File: src/rtl/alu_exec_unit.sv
// alu_exec_unit: handshaked ALU execution unit.
// Decodes {alu_op, opcode} into a 3-bit operation and registers the result.
// Logical shifts move one bit position per cycle.
// Flags and the error bit are registered alongside the result, so no input
// reaches any out_* port combinationally.
module alu_exec_unit #(
    parameter int DATA_W  = 16,
    parameter int SHAMT_W = $clog2(DATA_W)
) (
    input  logic              clk,
    input  logic              rst_n,
    input  logic              in_valid,
    output logic              in_ready,
    input  logic [1:0]        alu_op,
    input  logic [3:0]        opcode,
    input  logic [DATA_W-1:0] in_a,
    input  logic [DATA_W-1:0] in_b,
    output logic              out_valid,
    input  logic              out_ready,
    output logic [DATA_W-1:0] out_result,
    output logic [2:0]        out_alu_cnt,
    output logic              out_zero,
    output logic              out_carry,
    output logic              out_ovf,
    output logic              out_err
);

    typedef enum logic [1:0] {IDLE, SHIFT, DONE} state_t;

    localparam logic [2:0] OP_ADD = 3'd0;
    localparam logic [2:0] OP_SUB = 3'd1;
    localparam logic [2:0] OP_INV = 3'd2;
    localparam logic [2:0] OP_LSL = 3'd3;
    localparam logic [2:0] OP_LSR = 3'd4;
    localparam logic [2:0] OP_AND = 3'd5;
    localparam logic [2:0] OP_OR  = 3'd6;
    localparam logic [2:0] OP_SLT = 3'd7;

    state_t              state_q;
    logic [DATA_W-1:0]   acc_q;
    logic [SHAMT_W-1:0]  cnt_q;
    logic                dir_q;   // 1 = shift left

    logic [2:0]          dec_cnt;
    logic                dec_err;
    logic [SHAMT_W-1:0]  shamt;
    logic                is_shift;
    logic [DATA_W:0]     sum;
    logic [DATA_W:0]     dif;
    logic [DATA_W-1:0]   res;
    logic                res_carry;
    logic                res_ovf;
    logic [DATA_W-1:0]   shift_next;
    logic                shift_out;

    assign in_ready = (state_q == IDLE);
    assign shamt    = in_b[SHAMT_W-1:0];

    // Decode the operation class and data-op selector into alu_cnt / err.
    always_comb begin
        dec_cnt = OP_ADD;
        dec_err = 1'b0;
        unique case (alu_op)
            2'b10: dec_cnt = OP_ADD;
            2'b01: dec_cnt = OP_SUB;
            2'b00: begin
                case (opcode)
                    4'd2:    dec_cnt = OP_ADD;
                    4'd3:    dec_cnt = OP_SUB;
                    4'd4:    dec_cnt = OP_INV;
                    4'd5:    dec_cnt = OP_LSL;
                    4'd6:    dec_cnt = OP_LSR;
                    4'd7:    dec_cnt = OP_AND;
                    4'd8:    dec_cnt = OP_OR;
                    4'd9:    dec_cnt = OP_SLT;
                    default: dec_err = 1'b1;
                endcase
            end
            2'b11: dec_err = 1'b1;
        endcase
    end

    // Single-cycle result and flags for everything except multi-step shifts.
    always_comb begin
        sum       = {1'b0, in_a} + {1'b0, in_b};
        // SUB as a + ~b + 1; the carry out is the no-borrow flag.
        dif       = {1'b0, in_a} + {1'b0, ~in_b} + {{DATA_W{1'b0}}, 1'b1};
        res       = '0;
        res_carry = 1'b0;
        res_ovf   = 1'b0;
        is_shift  = !dec_err && (dec_cnt == OP_LSL || dec_cnt == OP_LSR);
        if (!dec_err) begin
            unique case (dec_cnt)
                OP_ADD: begin
                    res       = sum[DATA_W-1:0];
                    res_carry = sum[DATA_W];
                    res_ovf   = (in_a[DATA_W-1] == in_b[DATA_W-1]) &&
                                (sum[DATA_W-1] != in_a[DATA_W-1]);
                end
                OP_SUB: begin
                    res       = dif[DATA_W-1:0];
                    res_carry = dif[DATA_W];
                    res_ovf   = (in_a[DATA_W-1] != in_b[DATA_W-1]) &&
                                (dif[DATA_W-1] != in_a[DATA_W-1]);
                end
                OP_INV: res = ~in_a;
                // Only reached here with a zero shift amount.
                OP_LSL, OP_LSR: res = in_a;
                OP_AND: res = in_a & in_b;
                OP_OR:  res = in_a | in_b;
                OP_SLT: res = {{(DATA_W-1){1'b0}}, $signed(in_a) < $signed(in_b)};
            endcase
        end
    end

    // One-bit shift step of the accumulator and the bit it pushes out.
    always_comb begin
        shift_next = dir_q ? {acc_q[DATA_W-2:0], 1'b0} : {1'b0, acc_q[DATA_W-1:1]};
        shift_out  = dir_q ? acc_q[DATA_W-1] : acc_q[0];
    end

    // Control FSM with registered result and flags.
    always_ff @(posedge clk or negedge rst_n) begin
        if (!rst_n) begin
            state_q     <= IDLE;
            acc_q       <= '0;
            cnt_q       <= '0;
            dir_q       <= 1'b0;
            out_valid   <= 1'b0;
            out_result  <= '0;
            out_alu_cnt <= '0;
            out_zero    <= 1'b0;
            out_carry   <= 1'b0;
            out_ovf     <= 1'b0;
            out_err     <= 1'b0;
        end else begin
            unique case (state_q)
                IDLE: begin
                    if (in_valid) begin
                        out_alu_cnt <= dec_cnt;
                        out_err     <= dec_err;
                        if (is_shift && shamt != '0) begin
                            acc_q   <= in_a;
                            cnt_q   <= shamt;
                            dir_q   <= (dec_cnt == OP_LSL);
                            out_ovf <= 1'b0;
                            state_q <= SHIFT;
                        end else begin
                            out_result <= res;
                            out_zero   <= (res == '0);
                            out_carry  <= res_carry;
                            out_ovf    <= res_ovf;
                            out_valid  <= 1'b1;
                            state_q    <= DONE;
                        end
                    end
                end
                SHIFT: begin
                    acc_q <= shift_next;
                    cnt_q <= cnt_q - 1'b1;
                    if (cnt_q == {{(SHAMT_W-1){1'b0}}, 1'b1}) begin
                        out_result <= shift_next;
                        out_zero   <= (shift_next == '0);
                        out_carry  <= shift_out;
                        out_valid  <= 1'b1;
                        state_q    <= DONE;
                    end
                end
                DONE: begin
                    if (out_ready) begin
                        out_valid <= 1'b0;
                        state_q   <= IDLE;
                    end
                end
                default: state_q <= IDLE;
            endcase
        end
    end

endmodule
File: config.mk
export PLATFORM = sky130hd
export DESIGN_NAME = alu_exec_unit
export DESIGN_NICKNAME = d
export VERILOG_FILES = /design/src/rtl/alu_exec_unit.sv
export SDC_FILE = /design/constraint.sdc
export NUM_CORES = 1
export LEC_CHECK = 0
export BUFFER_PORTS_ARGS = -buffer_cell sky130_fd_sc_hd__clkbuf_2
export CORE_ASPECT_RATIO = 1.4
export CORE_MARGIN = 2
export CORE_UTILIZATION = 45
export DETAILED_ROUTE_END_ITERATION = 6
export SYNTH_ARGS = -nofsm -noshare
export SYNTH_HDL_FRONTEND = slang
export SYNTH_SLANG_ARGS = --single-unit
export TNS_END_PERCENT = 50
File: constraint.sdc
create_clock -name clk -period 2.8 [get_ports clk]
set_input_delay 0.28 -clock clk [delete_from_list [all_inputs] [get_ports clk]]
set_output_delay 0.28 -clock clk [all_outputs]
set_load 0.05 [all_outputs]
==> results of run 1 <==
==> worst max-delay path: cells and delay by family <==
family	cells	cell delay, ns
adders and majority gates	1	0.20
buffers and inverters	3	0.44
and+or+nand+nor	6	1.66
AOI/OAI and AO/OA	3	0.54
==> final timing paths <==
path	startpoint	end	slack [ns]
setup / recovery	alu_op[1]	out_zero	-0.14
hold / removal	rst_n	out_result[1]	0.0009
setup reg to reg	cnt_q[1]	out_zero	0.33
hold reg to reg	out_result[6]	out_result[6]	0.47
max in group asynchronous	rst_n	acc_q[13]	2.05
min in group clk	out_ready	state_q[1]	0.29
==> cells in the mapped netlist (6+ instances only) <==
master / n / area share (%)
o31ai_1: 10 / 1.4
o2111ai_1: 6 / 0.99
dfrtp_1: 47 / 22
nor2b_1: 9 / 1.1
o21ai_0: 69 / 6.5
ha_1: 53 / 13
mux2i_1: 13 / 2.5
nand2b_1: 9 / 1.1
a211oi_1: 19 / 2.7
nand2_1: 76 / 5.4
o211ai_1: 8 / 1.1
xnor2_1: 7 / 1.2
nand3_1: 11 / 1.0
o22ai_1: 6 / 0.71
a31oi_1: 6 / 0.71
a21oi_1: 46 / 4.3
nor4_1: 12 / 1.4
buf_2: 9 / 0.85
or3_1: 8 / 0.94
a21o_1: 7 / 0.99
clkbuf_1: 25 / 1.8
o21a_1: 8 / 1.1
buf_1: 6 / 0.42
nand4_1: 6 / 0.71
inv_1: 54 / 3.8
xor2_1: 6 / 0.99
nor3_1: 25 / 2.4
nor2_1: 64 / 4.5
==> state kept, by name, indices dropped and copies added, names as in the netlist <==
signal	cells
out_err	1
state_q	2
cnt_q	4
acc_q	16
out_valid	1
out_ovf	1
dir_q	1
out_result	16
out_alu_cnt	3
out_carry	1
out_zero	1
==> cell families (layout without fill, tap and decap cells) <==
group	after synthesis	after routing	share of synthesized area, %
buffers and inverters	95	306	6.94
adder cells (fa/ha/maj)	55	55	13.3
XOR/XNOR	13	13	2.15
AO/OA/AOI/OAI	238	238	30.1
AND/OR/NAND/NOR	248	248	22.6
flip-flops	47	47	22.2
multiplexers	14	14	2.67
==> metal layers <==
metal / global-route usage [%] / up-vias
met3: 2.06 / 41
met2: 52.9 / 186
met5: 0 / -
met1: 39.6 / 2931
li1: - / 2997
met4: 12.1 / 0
==> power groups by stage <==
stage | combinational [mW] | clock [mW] | sequential (mW)
finish | 1.98 | 0.589 | 1.10
detailed placement | 1.88 | 0 | 1.11
floorplan | 0.827 | 0 | 1.43
global route | 2.15 | 0.613 | 1.13
global placement | 1.84 | 0 | 1.10
CTS | 1.92 | 0.587 | 1.10
==> placed cells by master (no fill, tap or decap), types with 5 or more instances in the layout <==
cell         n
nor3_1      24
nor2_1      59
inv_1       45
xor2_1       6
or3_1        7
nand4_1      6
o22ai_1      6
o21ai_1      5
a31oi_1      6
o21ai_0     63
nand2_1     76
ha_1        43
o2bb2ai_1    5
o31ai_1      9
a211oi_1    11
o2111ai_1    6
nand2b_1     8
nor4_1      10
a21o_1       7
clkbuf_2    62
inv_2        6
o21a_1       8
buf_4      171
nand3_1     10
ha_4         8
o211ai_1     8
xnor2_1      7
nor2b_1      7
mux2i_1     12
a211oi_2     7
a21oi_1     42
dfrtp_1     47
buf_6        8
clkbuf_16    5
==> area by class of cell <==
cell class	count	area [µm²]
fillers	1040	3880
well taps	144	180
clock inverters	2	12.5
repair buffers	243	1720
flip-flops and latches	47	1180
clock buffers	6	129
inverters	55	218
multi-input cells	568	4090
==> what timing repair did <==
item | in CTS | in global routing
buffers inserted | 7 | 3
pin swaps | 10 | 19
setup endpoints to repair | 7 | 9
resized for setup | 28 | 49
hold endpoints to repair | 0 | 0
==> impl_metrics.env, run 1 <==
export IMPL_outcome="finished, violations left"
export IMPL_violations="negative setup slack"
export IMPL_dr_wl_met2_mm=9.76
export IMPL_grt_setup_unrepaired="yes"
export IMPL_wl_met3_um=753
export IMPL_cts_tree="yes"
export IMPL_placed_cell_area_um2=7020
export IMPL_p_per_area_nw_per_um2=488
export IMPL_antenna_found_initial=0
export IMPL_worst_path_max_delay_cell="or4_4"
export IMPL_finClkSkew_ns=0.00494
export IMPL_pwr_share_clk_pct=16.0
export IMPL_peakVddDrop_mv=0.299
export IMPL_synthArstFlopShare_pct=100
export IMPL_firstDrtPassIters=4
export IMPL_cts_buffers=5
export IMPL_clk_pin_slew_ns=0.06
export IMPL_cp_data_required_time_ns=2.99
export IMPL_drt_iter0_markers=332
export IMPL_grt_overflow_total=0
export IMPL_syn_cell_area_um2=5300
export IMPL_avgSynthCellArea_um2=7.46
export IMPL_ctsLongestPathBuffers=2
export IMPL_syn_nets=807
export IMPL_setup_viol=1
export IMPL_crit_type="primary input to flop"
export IMPL_place_congestion=0.943
export IMPL_finalWorstSetupSlack_ns=-0.140
export IMPL_viasPerCell=5.78
export IMPL_top_layer="met4"
export IMPL_slowest_delay_ns=0.52
export IMPL_grt_max_degree=36
export IMPL_grt_pass1_vias=6080
export IMPL_synth_cells=710
export IMPL_dp_hpwl_mm=15.7
export IMPL_grt_pass1_wl_mm=30.9
export IMPL_synth_warning_count=0
export IMPL_root_buffer="clkbuf_16"
export IMPL_pwr_share_seq_pct=30.1
export IMPL_postLayoutCellArea_um2=7520
export IMPL_fp_row_count=46
export IMPL_wl_met1_mm=8.10
export IMPL_power_total_mw=3.67
export IMPL_synth_seq_area_share_pct=22.2
export IMPL_dp_slack_ns=-0.774
export IMPL_drtAntennaViolNets=0
export IMPL_grtUsageTotal_pct=30.9
export IMPL_start_util_pct=46.5
export IMPL_cts_sinks=47
export IMPL_relSlewSlack_pct=42.0
export IMPL_num_vias=6155
export IMPL_chipWidth_um=95.7
export IMPL_critPathArrivalTime_ns=3.13
export IMPL_p_int_mw=2.00
export IMPL_crit_fanout=12
export IMPL_clk_latency_ns=0.29
export IMPL_die_area_um2=12700
export IMPL_drv_slew=0
export IMPL_crit_top_cell="or4_4"
export IMPL_cts_htree_levels=2
export IMPL_setup_tns_final_ns=-0.140
export IMPL_synth_edf_count=0
export IMPL_io_pin_count=67
export IMPL_drive_above_1_share_pct=35.5
export IMPL_worst_slew_pin_slew_ns=0.870
export IMPL_combPwrFrac_pct=53.9
export IMPL_clock_fmax_mhz=340
export IMPL_core_um2=11400
export IMPL_portBuffers=66
export IMPL_finalHoldViolCount=0
export IMPL_syn_to_final_growth_pct=41.9
export IMPL_end_kind="flop"
export IMPL_rr_worst_depth=10
export IMPL_critPathLaunchType="primary input"
export IMPL_ys_flop_type="dfrtp_1"
export IMPL_layout_nets=1017
export IMPL_diodes=0
export IMPL_synth_seq_cells=47
export IMPL_cts_hold_buffers=0
export IMPL_power_leakage_nw=3.55
export IMPL_timing_final_crit_share_pct=105
export IMPL_max_cap_violations=0
export IMPL_fin_util_pct=66.0
export IMPL_die_h_um=132
export IMPL_period_needed_ns=2.94
export IMPL_power_switching_mw=1.66
export IMPL_crit_chain="clkbuf_8 -> clkinvlp_4 -> ha_4 -> and3b_2 -> nand3b_1 -> buf_6 -> nor2_1 -> a211o_1 -> or4_4 -> nor3_2 -> o31ai_1 -> or4_4 -> o41ai_2"
export IMPL_wl_mm=19.3
export IMPL_hold_class="primary input to async pin"
export IMPL_ys_types=74
export IMPL_fin_hold_ws_ns=0.000884
export IMPL_drcViolationCount=0
export IMPL_finalNonFillerCells=1065
export IMPL_placed_cells=1048
export IMPL_netSwitchingFraction_pct=45.3
export IMPL_routedWlPerCell_um=18.1
Note: power is estimated with default switching activity, not from simulation.
==> run 2, diff against run 1 <==
Settings changed: CORE_MARGIN 2 to not set, CTS_BUF_LIST set to sky130_fd_sc_hd__clkbuf_16, CTS_CLUSTER_DIAMETER set to 60.
==> run 2 against run 1 <==
The flow still finishes with violations (negative setup slack); first-iteration DRC count up 14%; final cell count up 1.1%; core utilization up 0.45 points; worst setup slack worse by 0.0097 ns; sequential share of layout area down 0.11 points; clock skew about the same; clock power about the same; largest cell class unchanged; largest power group unchanged.
==> impl_metrics.env, run 2 (synthesis gave the netlist of run 1 again) <==
export IMPL_outcome="finished, violations left"
export IMPL_violations="negative setup slack"
export IMPL_r2r_end="out_zero"
export IMPL_grt_max_degree=36
export IMPL_crit_fanout=4
export IMPL_setup_tns_final_ns=-0.150
export IMPL_drtAntennaViolNets=0
export IMPL_grt_overflow_total=0
export IMPL_finClkSkew_ns=0.00542
export IMPL_power_leakage_nw=3.61
export IMPL_cts_hold_buffers=0
export IMPL_clk_latency_ns=0.29
export IMPL_io_pin_count=67
export IMPL_placed_cell_area_um2=7080
export IMPL_crit_chain="clkbuf_2 -> inv_1 -> ha_4 -> nor2_1 -> o211ai_1 -> buf_4 -> a211oi_1 -> o22ai_1 -> mux2_2 -> a21oi_2 -> a211oi_2 -> or4_4 -> o41ai_2"
export IMPL_fin_util_pct=66.4
export IMPL_start_util_pct=46.5
export IMPL_rr_worst_depth=10
export IMPL_drcViolationCount=0
export IMPL_place_congestion=1.00
export IMPL_core_um2=11400
export IMPL_multi_input_area_um2=4080
export IMPL_fillers=1038
export IMPL_num_vias=6276
export IMPL_clock_fmax_mhz=339
export IMPL_worst_path_max_delay_cell="or4_4"
export IMPL_end_kind="flop"
export IMPL_grtUsageTotal_pct=32.2
export IMPL_dp_hpwl_mm=16.0
export IMPL_antenna_found_initial=0
export IMPL_layout_nets=1029
export IMPL_worst_slew_pin_slew_ns=0.911
export IMPL_clk_pin_slew_ns=0.06
export IMPL_firstDrtPassIters=5
export IMPL_drive_above_1_share_pct=35.8
export IMPL_die_h_um=130
export IMPL_slowest_delay_ns=0.49
export IMPL_mostFrequentLayoutCells="185 x buf_4, 75 x nand2_1, 67 x o21ai_0"
export IMPL_wl_mm=19.8
export IMPL_viasPerCell=5.83
export IMPL_cts_sinks=47
export IMPL_max_cap_violations=0
export IMPL_die_area_um2=12200
export IMPL_critPathArrivalTime_ns=3.14
export IMPL_hold_class="primary input to async pin"
export IMPL_grt_setup_unrepaired="yes"
export IMPL_r2r_slack_ns=0.36
export IMPL_grt_pass1_wl_mm=30.6
export IMPL_cts_htree_levels=2
export IMPL_peakVddDrop_mv=0.290
export IMPL_layout_commonest_cell="buf_4"
export IMPL_finalWorstSetupSlack_ns=-0.150
export IMPL_fin_hold_ws_ns=0.0978
export IMPL_postLayoutCellArea_um2=7570
export IMPL_cts_buffers=5
export IMPL_root_buffer="clkbuf_16"
export IMPL_grt_pass1_vias=6087
export IMPL_syn_to_final_growth_pct=42.9
export IMPL_finalHoldViolCount=0
export IMPL_rr_startpoint="cnt_q[1]"
export IMPL_routedWlPerCell_um=18.4
export IMPL_fp_row_count=46
export IMPL_drt_iter0_markers=377
export IMPL_chipWidth_um=93.7
export IMPL_drv_slew=0
export IMPL_timing_final_crit_share_pct=105
export IMPL_largest_registers="acc_q x16, out_result x16, cnt_q x4"
export IMPL_seqCellArea_um2=1180
export IMPL_cp_data_required_time_ns=2.99
export IMPL_diodes=0
export IMPL_portBuffers=66
export IMPL_cts_tree="yes"
export IMPL_relSlewSlack_pct=39.3
export IMPL_setup_viol=1
export IMPL_period_needed_ns=2.95
export IMPL_critPathLaunchType="primary input"
export IMPL_p_per_area_nw_per_um2=486
export IMPL_crit_type="primary input to flop"
export IMPL_ctsLongestPathBuffers=2
## run 2: through the flow
stage,instances,setup slack [ns],total power [mW]
CTS,1071,-0.127,3.62
finish,1077,-0.150,3.68
global placement,1056,-0.602,2.95
floorplan,710,-0.00647,2.26
global route,1077,-0.229,3.91
detailed placement,1056,-0.635,3.00
## run 2: worst max path at each step
stage                          from  endpoint  depth (start not counted)
after detailed placement  alu_op[1]  out_zero                         13
after global routing        in_a[0]  out_zero                         13
after global placement    alu_op[1]  out_zero                         14
after floorplan           alu_op[1]  out_zero                         10
final                       in_b[1]  out_zero                         13
after CTS                 alu_op[1]  out_zero                         14
## run 2: layout make-up
type                            count  share of cell area, %
Clock buffer                        5                   1.65
Clock inverter                      3                  0.215
Inverter                           55                   2.84
Multi-Input combinational cell    568                   53.8
Sequential cell                    47                   15.5
Tap cell                          144                   2.38
Timing Repair Buffer              255                   23.5
## run 2: repair_timing
action                                  CTS  global route
pin swaps                                12            19
endpoints found under the setup margin    5             9
gates resized for setup                  25            32
setup buffers                             7             7
cloned                                    0             0
## run 2: critical path, delay by kind of cell
kind                       cells  cell delay [ns]
AOI/OAI and AO/OA              6             1.13
and+or+nand+nor                2             0.71
adders and majority gates      1             0.23
muxes                          1             0.31
buffers and inverters          3             0.46
## run 2: power by group
part | switching [mW] | total (mW) | internal, mW
clock network | 0.263 | 0.589 | 0.326
logic | 1.21 | 1.99 | 0.777
registers | 0.190 | 1.10 | 0.909
total | 1.67 | 3.68 | 2.01
## run 2: per-layer routing
layer,share of wire [%],routed length [µm],GRT usage (%),up-vias
met3,4.5,889,2.49,54
met4,4.2,834,16.3,0
met5,0,0,0,-
met1,42,8320,39.7,2968
li1,-,-,-,3019
met2,49,9720,56.3,235
